[src/rtl/pipeline_hazard_ctrl.sv]
// Stall/flush sequencer for the 3-stage core: data-memory handshakes, load-use bubbles,
// taken-branch squash and a lost-cycle counter. Outputs are combinational from state + inputs.
module pipeline_hazard_ctrl #(
  parameter int MEM_TIMEOUT = 16
) (
  input  logic        clk,
  input  logic        rst,
  input  logic        ex_valid,
  input  logic        ex_is_load,
  input  logic        ex_is_store,
  input  logic [4:0]  ex_rd_addr,
  input  logic        ex_take_branch,
  input  logic [4:0]  id_rs1_addr,
  input  logic [4:0]  id_rs2_addr,
  input  logic        id_uses_rs1,
  input  logic        id_uses_rs2,
  input  logic        dmem_ready,
  output logic        dmem_req,
  output logic        dmem_we,
  output logic        stall_if,
  output logic        stall_id,
  output logic        stall_ex,
  output logic        flush_id,
  output logic        flush_ex,
  output logic        mem_fault,
  output logic [31:0] stall_cycles
);

  localparam int CW = (MEM_TIMEOUT > 2) ? $clog2(MEM_TIMEOUT) : 1;
  localparam logic [CW-1:0] LAST_WAIT = CW'(MEM_TIMEOUT - 1);

  typedef enum logic {RUN, MEM_WAIT} state_t;

  state_t        state_q, state_d;
  logic [CW-1:0] wait_cnt_q, wait_cnt_d;
  logic [31:0]   stall_cycles_q, stall_cycles_d;

  logic mem_op;
  logic in_wait;
  logic access_done;
  logic timeout;
  logic mem_stall;
  logic raw_hit;
  logic load_use;
  logic branch;

  always_comb begin
    mem_op      = ex_valid & (ex_is_load | ex_is_store);
    in_wait     = (state_q == MEM_WAIT);
    dmem_req    = 1'b0;
    dmem_we     = 1'b0;
    access_done = 1'b0;
    timeout     = 1'b0;
    mem_stall   = 1'b0;
    raw_hit     = 1'b0;
    load_use    = 1'b0;
    branch      = 1'b0;

    // Everything is held low while reset is asserted, even though the logic is combinational.
    if (rst) begin
      dmem_req    = in_wait | mem_op;
      dmem_we     = dmem_req & ex_is_store;
      access_done = dmem_req & dmem_ready;
      timeout     = in_wait & ~dmem_ready & (wait_cnt_q == LAST_WAIT);
      mem_stall   = dmem_req & ~dmem_ready & ~timeout;
      raw_hit     = (id_uses_rs1 & (id_rs1_addr == ex_rd_addr)) |
                    (id_uses_rs2 & (id_rs2_addr == ex_rd_addr));
      // A store flag overrides a simultaneous load flag, so such an access never makes a bubble.
      load_use    = access_done & ex_is_load & ~ex_is_store & (ex_rd_addr != 5'd0) & raw_hit;
      branch      = ~in_wait & ex_valid & ex_take_branch & ~mem_op;
    end

    stall_ex     = mem_stall;
    stall_if     = mem_stall | load_use;
    stall_id     = mem_stall | load_use;
    flush_id     = branch;
    flush_ex     = branch | load_use;
    mem_fault    = timeout;
    stall_cycles = stall_cycles_q;
  end

  always_comb begin
    state_d        = state_q;
    wait_cnt_d     = wait_cnt_q;
    stall_cycles_d = stall_cycles_q;

    if (mem_stall | load_use) begin
      stall_cycles_d = stall_cycles_q + 32'd1;
    end

    case (state_q)
      RUN: begin
        if (mem_stall) begin
          state_d    = MEM_WAIT;
          wait_cnt_d = CW'(1);
        end
      end
      MEM_WAIT: begin
        if (access_done | timeout) begin
          state_d    = RUN;
          wait_cnt_d = '0;
        end else begin
          wait_cnt_d = wait_cnt_q + CW'(1);
        end
      end
      default: begin
        state_d    = RUN;
        wait_cnt_d = '0;
      end
    endcase
  end

  always_ff @(posedge clk or negedge rst) begin
    if (!rst) begin
      state_q        <= RUN;
      wait_cnt_q     <= '0;
      stall_cycles_q <= '0;
    end else begin
      state_q        <= state_d;
      wait_cnt_q     <= wait_cnt_d;
      stall_cycles_q <= stall_cycles_d;
    end
  end

endmodule
[config.mk]
export PLATFORM = sky130hd
export DESIGN_NAME = pipeline_hazard_ctrl
export DESIGN_NICKNAME = d
export VERILOG_FILES = /design/src/rtl/pipeline_hazard_ctrl.sv
export SDC_FILE = /design/constraint.sdc
export NUM_CORES = 1
export LEC_CHECK = 0
export ABC_AREA = 1
export BUFFER_PORTS_ARGS = -buffer_cell sky130_fd_sc_hd__buf_4
export CELL_PAD_IN_SITES_DETAIL_PLACEMENT = 1
export CELL_PAD_IN_SITES_GLOBAL_PLACEMENT = 1
export CORE_MARGIN = 3
export CORE_UTILIZATION = 41
export CTS_CLUSTER_SIZE = 28
export DETAILED_ROUTE_END_ITERATION = 6
export GPL_ROUTABILITY_DRIVEN = 0
export PLACE_DENSITY = 0.95
export REMOVE_ABC_BUFFERS = 1
export SYNTH_ARGS = -nofsm -noshare
export SYNTH_HDL_FRONTEND = slang
export SYNTH_SLANG_ARGS = --single-unit
[constraint.sdc]
create_clock -name clk -period 3.6 [get_ports clk]
set_input_delay 0.72 -clock clk [delete_from_list [all_inputs] [get_ports clk]]
set_output_delay 0.72 -clock clk [all_outputs]
set_load 0.02 [all_outputs]
* Word-level counts from Yosys, hierarchy flattened
Index checks and enable logic that the tools add are counted.
Cells by class: bitwise logic cells 27, reduce and logical (&&, ||, !) cells 1, mux-type cells 13, equality and inequality tests 4, $add $sub $neg 2
Operators by type and width (count):
- $add 32x1->32 const B | 1
- $and 1x1->1 | 16
- $eq 5x5->1 | 2
- $mux 1 | 9
- $mux 4 | 2
- $pmux 4 s2 | 1
- $or 1x1->1 | 6
- $not 1->1 | 5
- $reduce_bool 5->1 | 1
- $add 4x1->4 const B | 1
- $eq 4x4->1 const B | 1
- $ne 2x2->1 const B | 1
- $pmux 1 s2 | 1
Storage, ports and cells: word-level logic and storage cells 50, output and inout bits 40, register bits 37

* Logic depth before layout (Yosys ltp)
depth in word-level cells 10, mapped depth 11

* Worst setup path before layout
Ideal clock, no wire load.
kind input to output, start point in ex_is_store, end point out stall_if, data arrival time 1570 ps, buffers on the path 2, cell stages on the path 8, required time 2880 ps, setup slack 1310 ps, cells stage by stage o21ai_1 -> nand2_2 -> nand2_1 -> inv_2 -> nand2_2 -> nand2_4 -> buf_6 -> buf_4
On the way: cells in the longest elaborated chain, start to end 10, elaborated cells on any way between the ends 14, those cells by class 2 x mux; 12 x bitwise
Ends and longest elaborated chain:
- start, declared | line 10 | input logic ex_is_store,
- $or 1x1->1 | line 48 | mem_op = ex_valid & (ex_is_load | ex_is_store);
- $and 1x1->1 | line 48
- $or 1x1->1 | line 61 | dmem_req = in_wait | mem_op;
- $and 1x1->1 | line 63 | access_done = dmem_req & dmem_ready;
- $and 1x1->1 (4 in series) | line 69 | load_use = access_done & ex_is_load & ~ex_is_store & (ex_rd_addr != 5'd0) & raw_hit;
- $mux 1 | line 60 | if (rst) begin
- $or 1x1->1 (*)
- end, declared | line 20 | output logic stall_if,
Mark *: on every way between the ends. The rest lies on a longest branch, timed or not.

* Worst setup path after layout
start point in ex_rd_addr[3], end point out flush_ex
On the way: cells in the longest elaborated chain, start to end 6, elaborated cells on any way between the ends 10, those cells by class 2 x eq/ne; 1 x mux; 6 x bitwise; 1 x reduce/logical
Ends and longest elaborated chain:
- start, declared | line 11 | input logic [4:0] ex_rd_addr,
- $eq 5x5->1, on equally long branches | line 66, 67
- $and 1x1->1, on equally long branches | line 66, 67
- $or 1x1->1 | line 66 | raw_hit = (id_uses_rs1 & (id_rs1_addr == ex_rd_addr)) |
- $and 1x1->1 (*) | line 69
- $mux 1 (*) | line 60
- $or 1x1->1 (*) | line 77 | flush_ex = branch | load_use;
- end, declared | line 24 | output logic flush_ex,
Marks and branches as above.

==> impl_metrics.json <==
{
  "ys.flop_type": "dfrtp_1",
  "syn_avg_cell_area_um2": 6.48,
  "clockRootBuffer": "clkbuf_8",
  "drv_cap": 0,
  "endpoint": "flush_ex",
  "fmax_ghz": 0.373,
  "grt_max_degree": 38,
  "cts_buffer_depth": 2,
  "die_width_um": 88.9,
  "reg2reg_depth": 8,
  "first_global_vias": 3146,
  "hold_class": "in -> async",
  "finalSetupViolCount": 0,
  "rows": 29,
  "path_max_fanout": 33,
  "fin_tns_setup_ps": 0,
  "areaGrowthSynthToFinish_pct": 21.5,
  "cts_tree": "yes",
  "post-cts-setup-buffers": 0,
  "clk_latency_ps": 300,
  "startpoint": "ex_rd_addr[3]",
  "hold_viol": 0,
  "ios": 64,
  "postLayoutCoreUtil": 0.528,
  "slew_headroom": 0.669,
  "startpoint_type": "primary input",
  "hpwlAfterDp_mm": 6.63,
  "grt_pass1_wl_mm": 15.0,
  "holdBufCountCts": 0,
  "fin_skew_ps": 6.43,
  "drive_above_1_share": 0.203,
  "nets": 523,
  "core_mm2": 0.00649,
  "start_util": 0.434,
  "critPathKind": "in -> out",
  "synthTopCellsByArea": "dfrtp_1 33%, nand2_1 25%, nand3_1 8.2%",
  "rr_startpoint": "wait_cnt_q[0]",
  "yosysWarnings": 0,
  "synthDistinctLibCells": 26,
  "htreeDepth": 2,
  "detail-route-antenna-nets": 0,
  "end_kind": "output port",
  "grt-ovfl-total": 0,
  "min_period_over_period": 0.744,
  "clk_pin_slew_ps": 80,
  "dieArea_mm2": 0.00791,
  "async_flop_share": 1.00,
  "power_density_mw_per_mm2": 372,
  "cts_buffers": 5,
  "via_per_inst": 5.27,
  "critPathArrivalTime_ps": 1960,
  "outcome": "completed",
  "p_leak_uw": 0.00185,
  "grtUsageTotal": 0.240,
  "syn_area_mm2": 0.00282,
  "ys_seq_elements": 37,
  "drt_pass1_iterations": 4,
  "dieHeight_um": 88.9,
  "finalMaxSlewViolations": 0,
  "r2r_slack_ps": 1760,
  "synth_edf_count": 0,
  "synth.most_common_cell": "nand2_1",
  "synth_common_cells": "186 x nand2_1, 54 x nor2_1, 46 x nand3_1",
  "clock_sinks": 37,
  "worst_slew_pin_slew_ps": 497,
  "cp.required_ps": 2880,
  "drtIter0Drc": 114,
  "detailedPlace.worstSlack_ps": 920,
  "seq_area_frac_synth": 0.328,
  "reg2reg_to": "wait_cnt_q[3]",
  "rsz0062_at_grt": "false",
  "antenna_found_initial": 0,
  "diodes": 0,
  "setup_slack_ps": 921,
  "ir_drop_v": 0.000211,
  "io_buffers": 63,
  "wl_per_cell_um": 15.2,
  "synth_cells": 435,
  "yosys.area.top_type": "dfrtp_1",
  "drc_errors": 0,
  "period_needed_ps": 2680,
  "vias": 3033,
  "finalWirelength_mm": 8.77,
  "cts.repair.resized": 0,
  "synth_top_cell_area_share": 0.328
}
==> flip-flops by register name (all words and copies together), names as in the netlist <==
signal and cells:
stall_cycles 32, wait_cnt_q 4, in_wait 1
==> worst max-delay path, cell delays in order <==
cell and delay (ps):
buf_4 110, inv_1 110, nand2_1 60, nand2_1 70, nor2_1 40, nand3_1 70, nand2_1 70, nand2_2 80
buf_4 330, nand2_1 100, buf_4 180
==> area by class of cell <==
type / count / area [µm²]
multi-input cells: 353 / 1670
flip-flops and latches: 37 / 926
repair buffers: 66 / 495
fillers: 886 / 3070
clock inverters: 1 / 30.0
inverters: 34 / 128
well taps: 77 / 96.3
clock buffers: 7 / 86.3
==> routing by layer <==
layer  wire length (µm)  up-vias  GRT usage  part of all wire
li1                   -     1475          -                 -
met3                314       17     0.0387             0.036
met2               4510       71      0.438              0.51
met4                142        0     0.0501             0.016
met1               3800     1470      0.299              0.43
met5                  0        -          0                 0
==> worst min-delay path by stage <==
| stage | from | to | slack (ps) | cells past startpoint |
|---|---|---|---|---|
| floorplan | rst | in_wait | 420 | 0 |
| global placement | wait_cnt_q[1] | wait_cnt_q[1] | 530 | 2 |
| detailed placement | stall_cycles[31] | stall_cycles[31] | 550 | 2 |
| CTS | rst | stall_cycles[11] | 550 | 2 |
| global route | rst | wait_cnt_q[1] | 570 | 2 |
| finish | rst | wait_cnt_q[1] | 540 | 2 |
==> placed cells by master (no fill, tap or decap), types with 4 or more instances in the layout <==
master      n
nand2_1   186
buf_4      66
nor2_1     54
nand3_1    46
dfrtp_1    37
inv_1      30
xor2_1     11
nand3b_1   10
nand2_2     9
nor2_4      6
clkbuf_8    6
o21ai_0     5
inv_2       4
nand4_1     4
nor2_2      4
xnor2_1     4
==> report_power, final <==
part / total, µW / switching (µW) / leakage (µW) / internal (µW)
clock network: 384 / 158 / 0.0000585 / 226
registers: 534 / 69.4 / 0.000504 / 465
logic: 357 / 222 / 0.00128 / 135
total: 1280 / 449 / 0.00185 / 826
==> per-stage QoR <==
stage          hold WS (ps)  power (µW)  instance area [µm²]  instances
6_report                536        1280                 3430        575
3_5_place_dp            551         899                 3310        567
2_1_floorplan           424         746                 2720        424
5_1_grt                 575        1360                 3430        575
3_3_place_gp            533         875                 3310        567
4_1_cts                 548        1280                 3430        575
==> cell families (layout without fill, tap and decap cells) <==
| kind of cell | Yosys count | count (layout) | share of synthesized area |
|---|---|---|---|
| xor+xnor | 15 | 15 | 0.0466 |
| simple gates | 325 | 325 | 0.514 |
| buf+inv | 45 | 108 | 0.0812 |
| flops | 37 | 37 | 0.328 |
| fa+ha+maj | 2 | 2 | 0.00887 |
| compound gates | 11 | 11 | 0.0213 |
Power figures use the tool's default switching activity.
